## src/rtl/bus_port_pkg.sv

```systemverilog
// Shared types and helpers for the bus port adapter.
//   ADDR_W        : width of the destination address field
//   BROADCAST_DEF : default broadcast destination
//   get_dest()    : extract the destination address from a packet
//   sat_inc8()    : saturating 8-bit increment used by the event counters
package bus_port_pkg;

  localparam int unsigned ADDR_W        = 8;
  localparam logic [ADDR_W-1:0] BROADCAST_DEF = 8'hFF;
  // Widest packet get_dest() accepts; callers zero-extend into this.
  localparam int unsigned PKT_MAX_W     = 256;

  // Destination lives in the top ADDR_W bits of a pkt_w-bit packet.
  function automatic logic [ADDR_W-1:0] get_dest(input logic [PKT_MAX_W-1:0] pkt,
                                                 input int unsigned       pkt_w);
    return ADDR_W'(pkt >> (pkt_w - ADDR_W));
  endfunction

  function automatic logic [7:0] sat_inc8(input logic [7:0] v);
    return (v == 8'hFF) ? v : v + 8'd1;
  endfunction

endpackage

```

## src/rtl/bus_port_fifo_sync_fifo.sv

```systemverilog
// First-word-fall-through synchronous FIFO, any depth >= 2.
//   clk, reset (async active-low)
//   wr_en/wr_data : write request, ignored while full
//   rd_en/rd_data : read request, ignored while empty; rd_data is the head (0 when empty)
//   full, empty, count : occupancy, all from registered state
module sync_fifo #(
  parameter int unsigned width = 16,
  parameter int unsigned depth = 8
) (
  input  logic                         clk,
  input  logic                         reset,
  input  logic                         wr_en,
  input  logic [width-1:0]             wr_data,
  input  logic                         rd_en,
  output logic [width-1:0]             rd_data,
  output logic                         full,
  output logic                         empty,
  output logic [$clog2(depth+1)-1:0]   count
);

  localparam int unsigned PW = $clog2(depth);
  localparam int unsigned CW = $clog2(depth+1);

  logic [PW-1:0]    wr_ptr_q, wr_ptr_d, rd_ptr_q, rd_ptr_d;
  logic [CW-1:0]    count_q, count_d;
  logic [width-1:0] mem_q [depth];
  logic             do_wr, do_rd;

  // Explicit wrap so non-power-of-2 depths work.
  function automatic logic [PW-1:0] next_ptr(input logic [PW-1:0] p);
    return (p == PW'(depth-1)) ? '0 : p + PW'(1);
  endfunction

  assign full  = (count_q == CW'(depth));
  assign empty = (count_q == '0);
  assign count = count_q;

  // Full/empty are the registered flags, so a read in the same cycle never
  // frees room for a write.
  assign do_wr = wr_en && !full;
  assign do_rd = rd_en && !empty;

  always_comb begin
    wr_ptr_d = do_wr ? next_ptr(wr_ptr_q) : wr_ptr_q;
    rd_ptr_d = do_rd ? next_ptr(rd_ptr_q) : rd_ptr_q;
    count_d  = count_q;
    if (do_wr && !do_rd)      count_d = count_q + CW'(1);
    else if (do_rd && !do_wr) count_d = count_q - CW'(1);
  end

  always_ff @(posedge clk or negedge reset) begin
    if (!reset) begin
      wr_ptr_q <= '0;
      rd_ptr_q <= '0;
      count_q  <= '0;
    end else begin
      wr_ptr_q <= wr_ptr_d;
      rd_ptr_q <= rd_ptr_d;
      count_q  <= count_d;
    end
  end

  // Storage needs no reset: the head is masked to 0 while empty.
  always_ff @(posedge clk) begin
    if (do_wr) mem_q[wr_ptr_q] <= wr_data;
  end

  assign rd_data = empty ? '0 : mem_q[rd_ptr_q];

endmodule

```

## src/rtl/bus_port_fifo.sv

```systemverilog
// Per-slot bus port adapter: TX FIFO toward the bus, RX FIFO toward the device.
//   TX : tx_valid/tx_data/tx_ready from device -> pndng/D_pop/pop to bus, tx_count
//   RX : push/D_push from bus -> rx_valid/rx_data/rx_ready to device
//   rx_drop_cnt  : saturating count of pushes lost to a full RX FIFO
//   misroute_cnt : saturating count of pushes not addressed to this port
// Optional destination filtering is enabled by defining BUS_PORT_ADDR_CHECK_EN;
// without it every push is accepted and misroute_cnt reads 0.
module bus_port_fifo import bus_port_pkg::*; #(
  parameter int unsigned       pckg_sz   = 16,
  parameter int unsigned       fifo_size = 8,
  parameter logic [ADDR_W-1:0] id        = 8'd0,
  parameter logic [ADDR_W-1:0] broadcast = BROADCAST_DEF
) (
  input  logic                           clk,
  input  logic                           reset,
  input  logic                           tx_valid,
  input  logic [pckg_sz-1:0]             tx_data,
  output logic                           tx_ready,
  output logic                           pndng,
  output logic [pckg_sz-1:0]             D_pop,
  input  logic                           pop,
  input  logic                           push,
  input  logic [pckg_sz-1:0]             D_push,
  output logic                           rx_valid,
  output logic [pckg_sz-1:0]             rx_data,
  input  logic                           rx_ready,
  output logic [$clog2(fifo_size+1)-1:0] tx_count,
  output logic [7:0]                     rx_drop_cnt,
  output logic [7:0]                     misroute_cnt
);

  localparam int unsigned CW = $clog2(fifo_size+1);

  logic          tx_full, tx_empty, rx_full, rx_empty;
  logic [CW-1:0] rx_count_unused;  // RX occupancy is not exported
  logic          addr_hit, addr_ok, rx_wr;
  logic [7:0]    drop_q, drop_d;

  // ---------------- TX path ----------------
  sync_fifo #(.width(pckg_sz), .depth(fifo_size)) u_tx_fifo (
    .clk     (clk),
    .reset   (reset),
    .wr_en   (tx_valid),
    .wr_data (tx_data),
    .rd_en   (pop),
    .rd_data (D_pop),
    .full    (tx_full),
    .empty   (tx_empty),
    .count   (tx_count)
  );

  assign tx_ready = !tx_full;
  assign pndng    = !tx_empty;

  // ---------------- RX path ----------------
  assign addr_hit = (get_dest(PKT_MAX_W'(D_push), pckg_sz) == id) ||
                    (get_dest(PKT_MAX_W'(D_push), pckg_sz) == broadcast);

`ifdef BUS_PORT_ADDR_CHECK_EN
  logic [7:0] misroute_q, misroute_d;

  assign addr_ok = addr_hit;

  always_comb begin
    misroute_d = misroute_q;
    if (push && !addr_ok) misroute_d = sat_inc8(misroute_q);
  end

  always_ff @(posedge clk or negedge reset) begin
    if (!reset) misroute_q <= '0;
    else        misroute_q <= misroute_d;
  end

  assign misroute_cnt = misroute_q;
`else
  // Unfiltered build: every push counts as addressed here.
  assign addr_ok      = addr_hit | 1'b1;
  assign misroute_cnt = '0;
`endif

  // Misrouted pushes never reach the full check, so they are never drops.
  assign rx_wr = push && addr_ok;

  sync_fifo #(.width(pckg_sz), .depth(fifo_size)) u_rx_fifo (
    .clk     (clk),
    .reset   (reset),
    .wr_en   (rx_wr),
    .wr_data (D_push),
    .rd_en   (rx_ready),
    .rd_data (rx_data),
    .full    (rx_full),
    .empty   (rx_empty),
    .count   (rx_count_unused)
  );

  assign rx_valid = !rx_empty;

  // Full is the registered flag: a same-cycle device read does not save the push.
  always_comb begin
    drop_d = drop_q;
    if (rx_wr && rx_full) drop_d = sat_inc8(drop_q);
  end

  always_ff @(posedge clk or negedge reset) begin
    if (!reset) drop_q <= '0;
    else        drop_q <= drop_d;
  end

  assign rx_drop_cnt = drop_q;

endmodule

```

## config.mk

```make
export PLATFORM = sky130hd
export DESIGN_NAME = bus_port_fifo
export DESIGN_NICKNAME = d
export VERILOG_FILES = /design/src/rtl/bus_port_pkg.sv /design/src/rtl/bus_port_fifo_sync_fifo.sv /design/src/rtl/bus_port_fifo.sv
export SDC_FILE = /design/constraint.sdc
export NUM_CORES = 1
export LEC_CHECK = 0
export CAP_MARGIN = 0
export CORE_UTILIZATION = 55
export DETAILED_ROUTE_END_ITERATION = 10
export PLACE_DENSITY = 0.76
export SYNTH_ARGS = -nofsm -noshare
export SYNTH_HDL_FRONTEND = slang
export SYNTH_HIERARCHICAL = 1
export SYNTH_SLANG_ARGS = --single-unit
export TNS_END_PERCENT = 100
```

## constraint.sdc

```tcl
create_clock -name clk -period 3.64 [get_ports clk]
set_clock_uncertainty 0.05 [all_clocks]
set_input_delay 0.728 -clock clk [delete_from_list [all_inputs] [get_ports clk]]
set_output_delay 0.728 -clock clk [all_outputs]
set_load 0.01 [all_outputs]
```

After elaboration in Yosys (flattened, before gate mapping)
Memory sizes are Yosys's and may differ from the RTL's.
Index checks and enable logic that the tools add are counted.
{ "totals": {"reg_bits": 28, "latch_bits": 0, "ram_bits": 256, "rom_bits": 0, "output_inout_bits": 55, "word_cells": 62, "mem_count": 2} }
{ "op_classes": {"addsub": 9, "multipliers": 0, "n_div": 0, "n_lt_le_gt_ge": 0, "eq_ne": 7, "n_shift": 0, "muxes": 14, "n_bitwise": 1, "reduce_logical": 22} }
{ "memory_table": {"columns": ["memory", "depth", "word_bits", "read_ports", "rd_ports_with_merged_regs", "wr", "line", "rtl"], "rows": [
  ["u_rx_fifo.mem_q", 8, 16, 1, 0, 1, "bus_port_fifo_sync_fifo.sv:26", "logic [width-1:0] mem_q [depth];"],
  ["u_tx_fifo.mem_q", 8, 16, 1, 0, 1, "bus_port_fifo_sync_fifo.sv:26", null]
]} }
{ "ops": {"columns": ["operator", "count"], "rows": [
  ["16-bit 2-to-1 mux", 2],
  ["4-bit 2-to-1 mux", 4],
  ["3-bit by 1-bit adder with 3-bit output, second input constant", 4],
  ["3-bit equality test, second input constant", 4],
  ["3-bit 2-to-1 mux", 4],
  ["1-bit logical AND", 9],
  ["4-bit by 1-bit adder with 4-bit output, second input constant", 2],
  ["8-bit by 1-bit adder with 8-bit output, second input constant", 1],
  ["4-bit equality test, second input constant", 2],
  ["8-bit equality test, second input constant", 1],
  ["1-bit zero test", 8],
  ["4-bit zero test", 2],
  ["4-bit by 1-bit subtractor with 4-bit output, second input constant", 2],
  ["1-bit 2-to-1 mux", 4],
  ["2-bit nonzero test", 2],
  ["2-bit AND reduction", 1],
  ["1-bit inverter", 1]
]} }

Depth between registers and ports, before layout
Gate-level depths: netlist (run 1).
{ "depth": {"depth_word": 7, "mapped_depth": 9, "ltp_nobuf": 9} }

Hierarchy
Netlist (run 1), hierarchy kept.
{ "by_module_without_submodules": {"columns": ["mod", "instances", "cells_each", "area_per_inst_um2"], "rows": [
  ["sync_fifo", 2, 254, 5609.1],
  ["bus_port_fifo", 1, 45, 462.9]
]} }

Least setup slack after synthesis (run 1)
OpenSTA, ideal clock, no wires.
{ "synth_path": {"path_kind": "flip-flop to flip-flop", "from": "register u_tx_fifo.count_q[0], in the netlist u_tx_fifo/count[0]", "to": "memory u_tx_fifo.mem_q[0][0] (enable)", "setup_time_ns": 0.430, "arrival_ns": 2.408, "t_required_ns": 3.160, "setup_slack_ns": 0.752, "stages_incl_launch_ff": 4, "n_path_buf": 0, "period_less_slack_ns": 2.888, "path_cell_list": "dfrtp_1 -> or4b_4 -> nand2_4 -> nor4_1"} }
{ "synth_between": {"elab_chain_cells": 5} }
{ "synth_lines": {"columns": ["element", "line", "rtl"], "rows": [
  ["start, declared", "bus_port_fifo_sync_fifo.sv:25", "logic [CW-1:0] count_q, count_d;"],
  ["start signal, assigned", "bus_port_fifo_sync_fifo.sv:59", "count_q <= count_d;"],
  ["4-bit equality test", "bus_port_fifo_sync_fifo.sv:34", "assign full = (count_q == CW'(depth));"],
  ["1-bit zero test", "bus_port_fifo_sync_fifo.sv:40", "assign do_wr = wr_en && !full;"],
  ["1-bit logical AND", "bus_port_fifo_sync_fifo.sv:40", null],
  ["1-bit 2-to-1 mux", "bus_port_fifo_sync_fifo.sv:65", "if (do_wr) mem_q[wr_ptr_q] <= wr_data;"],
  ["1-bit 2-to-1 mux (not written as such)", "bus_port_fifo_sync_fifo.sv:65", null],
  ["end, declared", "bus_port_fifo_sync_fifo.sv:26", null]
]} }
No other way between the ends.

Worst setup path after layout (run 1)
{ "layout_path": {"from": "register u_rx_fifo.rd_ptr_q[0]", "to": "output port rx_data[9]"} }
{ "layout_between": {"elab_chain_cells": 2} }
{ "layout_lines": {"columns": ["element", "line", "rtl"], "rows": [
  ["start, declared", "bus_port_fifo_sync_fifo.sv:24", "logic [PW-1:0] wr_ptr_q, wr_ptr_d, rd_ptr_q, rd_ptr_d;"],
  ["start signal, assigned", "bus_port_fifo_sync_fifo.sv:58", "rd_ptr_q <= rd_ptr_d;"],
  ["memory read 8 x 16 bit", null, null],
  ["16-bit 2-to-1 mux", "bus_port_fifo_sync_fifo.sv:68", "assign rd_data = empty ? '0 : mem_q[rd_ptr_q];"],
  ["end, declared", "bus_port_fifo.sv:25", "output logic [pckg_sz-1:0] rx_data,"]
]} }
No other way between the ends.

==> reports/metrics.yaml, run 1 <==
cp_top_family: "buffers and inverters"
fin_crit_sh: 0.961
r2r_slack_ns: 0.64
ys_seq_elements: 284
post_cts_resized: 0
synth_common_cells: "edfxtp_1, mux4_2, a22o_1"
max_freq_ghz: 0.286
htree_num_levels: 1
port_buffers: 84
ir_drop_mv: 0.544
synth_edf_count: 256
seqPwrFrac: 0.396
p_total_mw: 11.3
place_congestion: 0.796
drtIter0Drc: 402
setup_viol: 0
post_cts_buffers: 0
grt_pass1_vias: 5983
cts_root_buf: "clkbuf_16"
finalHoldViolCount: 0
cts_made_buffers: 29
ant_nets: 0
cap_violations: 0
cp.required_ns: 2.86
async_reset_ff_frac: 0.0986
clkTransAtPathRegs_ns: 0.06
worst_setup_path_start_kind: "register"
leakagePower_nw: 4.71
reg2reg_to: "u_tx_fifo/count[3]"
grt_pass1_wl_um: 33100
cp_max_fo: 24
rows: 52
grt_overflow: 0
via_per_inst: 5.80
p_int_mw: 8.00
start_util: 0.570
path_class: "reg -> out"
first_pass_iters: 4
cts_sinks: 284
grt.total_usage: 0.201
dp.final_hpwl_um: 12700
totalWireLength_um: 21100
cpMaxStageDelayCell: "dfrtp_2"
critPathMaxStageDelay_ns: 0.58
reg2reg_depth: 9
yosysWarningCount: 6
die_y_um: 148
crit_path_end_kind: "primary output"
finalNetCount: 723
min_path_cells: 1
synth_top_area_frac: 0.658
io_pins: 93
cp.arrival_ns: 2.72
clk_latency_ns: 0.53
cts_hold_buf: 0
n_antenna_cell: 0
synth_area_um2: 11700
grt_max_degree: 36
num-fill-cells: 1309
swShare: 0.292
area_growth_pct: 17.6
seq_area_frac_synth: 0.718
vias: 5570
fp.coreArea_um2: 20500
clockPowerShare: 0.256
p_per_area_nw_per_um2: 823
layout_min_cycle_time_ns: 3.50
synth_area_leaders: "edfxtp_1, mux4_2, dfrtp_1"
outcome: "complete, no violations"
cp_num_buf_inv: 2
pwr-share-comb: 0.348
rsz0062_at_grt: "false"
setup_tns_ns: 0
yosysTopAreaCell: "edfxtp_1"
fin_util: 0.671
layout-drive-gt1-share: 0.217
synth.distinct_cells: 46
synth_cells: 553
cts_tree: "yes"
report.final.slew_viol_count: 0
hold_slack_ns: 0.473
antenna_found_initial: 1
power.switching_mw: 3.30
avgRoutedWirePerCell_um: 21.9
r2r_start: "u_tx_fifo/count[0]"
min_to: "rx_drop_cnt[5]"
synth_flop_cell: "edfxtp_1"
yosys.cell_count.top_type: "edfxtp_1"
die_area_um2: 21800
die_x_um: 148
clockBufferDepth: 3
hp-class: "reg -> reg"
drc: 0
crit_chain: "buf_12 -> mux4_1 -> a22o_1 -> clkdlybuf4s50_1"
hold_start: "rx_drop_cnt[5]"
syn_avg_cell_area_um2: 21.1
[power by group through the flow]
stage	Clock, mW	Sequential, mW	Combinational, mW
CTS	2.95	4.48	4.00
detailed placement	0	4.55	3.97
global route	3.08	4.54	4.23
finish	2.90	4.47	3.93
global placement	0	4.49	3.86
floorplan	0	4.44	2.72
[how the worst max path moves through the flow]
stage,start,end,slack [ns],depth (start not counted)
6_report,u_rx_fifo/rd_ptr_q[0],rx_data[9],0.14,4
4_1_cts,u_rx_fifo/rd_ptr_q[0],rx_data[9],0.1,4
5_1_grt,u_rx_fifo/rd_ptr_q[0],rx_data[9],0.03,4
2_1_floorplan,u_tx_fifo/count[0],u_tx_fifo/mem_q[0][0],0.75,3
3_3_place_gp,push,u_rx_fifo/count[3],0.55,9
3_5_place_dp,tx_valid,u_tx_fifo/count[3],0.45,9
[routing by layer]
metal / GRT usage / vias up / share of wire / wire (um)
li1: - / 2524 / - / -
met1: 0.259 / 2896 / 0.41 / 8660
met2: 0.355 / 117 / 0.53 / 11100
met3: 0.0352 / 31 / 0.044 / 923
met4: 0.0500 / 2 / 0.016 / 342
met5: 0 / - / 0.00062 / 13
[layout make-up]
cell class / count / area, um2 / area share
multi-input combinational: 235 / 2980 / 0.217
inverter: 9 / 33.8 / 0.00246
clock inverter: 16 / 151 / 0.0110
clock buffer: 38 / 800 / 0.0582
tap: 270 / 338 / 0.0246
timing repair buffer: 109 / 1050 / 0.0767
sequential: 284 / 8390 / 0.611
[layout by cell type, fill, tap and decap left out, types with 3 or more instances in the layout]
cell | netlist | layout
a22o_1 | 32 | 32
clkbuf_1 | 2 | 5
nand2_1 | 7 | 7
mux2_4 | 6 | 6
nor2b_1 | 3 | 3
nand3_1 | 8 | 8
xnor2_1 | 8 | 8
clkinv_1 | 0 | 6
a21oi_1 | 6 | 6
nor3_2 | 0 | 8
conb_1 | 1 | 8
clkbuf_8 | 8 | 4
mux2_2 | 8 | 8
clkinv_2 | 0 | 6
nand2b_1 | 6 | 6
mux4_1 | 22 | 22
edfxtp_1 | 256 | 256
bufinv_16 | 0 | 3
buf_4 | 10 | 23
o211ai_1 | 4 | 4
clkdlybuf4s50_1 | 0 | 84
mux4_2 | 42 | 42
ha_1 | 15 | 15
a31oi_1 | 3 | 3
clkbuf_16 | 0 | 29
inv_1 | 9 | 9
nor2_1 | 13 | 13
dfrtp_1 | 28 | 26
[worst register-to-register path, cell delays in order, from the launching register on]
cell	delay, ns
dfrtp_1	0.50
or4b_4	0.60
nand2_4	0.16
inv_1	0.06
ha_1	0.27
inv_1	0.16
ha_1	0.31
or4_1	0.56
o211ai_1	0.11
o211ai_1	0.10
[stage by stage]
step | setup WS [ns] | std cells | cell area [um2]
floorplan | 0.752 | 560 | 11700
global placement | 0.555 | 907 | 12800
detailed placement | 0.454 | 907 | 12800
CTS | 0.0985 | 961 | 13700
global route | 0.0277 | 961 | 13700
finish | 0.141 | 961 | 13700
[flip-flops by register name, indices dropped and copies added, names as in the netlist]
register,flops
u_tx_fifo/wr_ptr_q,3
u_rx_fifo/mem_q,128
u_rx_fifo/rd_ptr_q,3
rx_drop_cnt,8
u_rx_fifo/count,4
u_tx_fifo/mem_q,128
u_rx_fifo/wr_ptr_q,3
u_tx_fifo/rd_ptr_q,3
u_tx_fifo/count,4
[kinds of logic (layout without fill, tap and decap cells)]
| group | after synthesis | in the layout | share of synthesized area |
|---|---|---|---|
| adders and majority gates | 17 | 17 | 0.0195 |
| other | 1 | 8 | 0.000321 |
| buffers and inverters | 41 | 172 | 0.0340 |
| muxes | 81 | 81 | 0.149 |
| DFF | 284 | 284 | 0.718 |
| and+or+nand+nor | 69 | 69 | 0.0379 |
| xor gates and xnor gates | 8 | 8 | 0.00600 |
| AOI/OAI and AO/OA | 52 | 52 | 0.0357 |
Power figures use the tool's default switching activity.
==> run 2, diff against run 1 <==
Settings changed: GPL_TIMING_DRIVEN from default to 1.
==> results of run 2 <==
The final DEF is identical to that of run 1; final timing and power are the same.
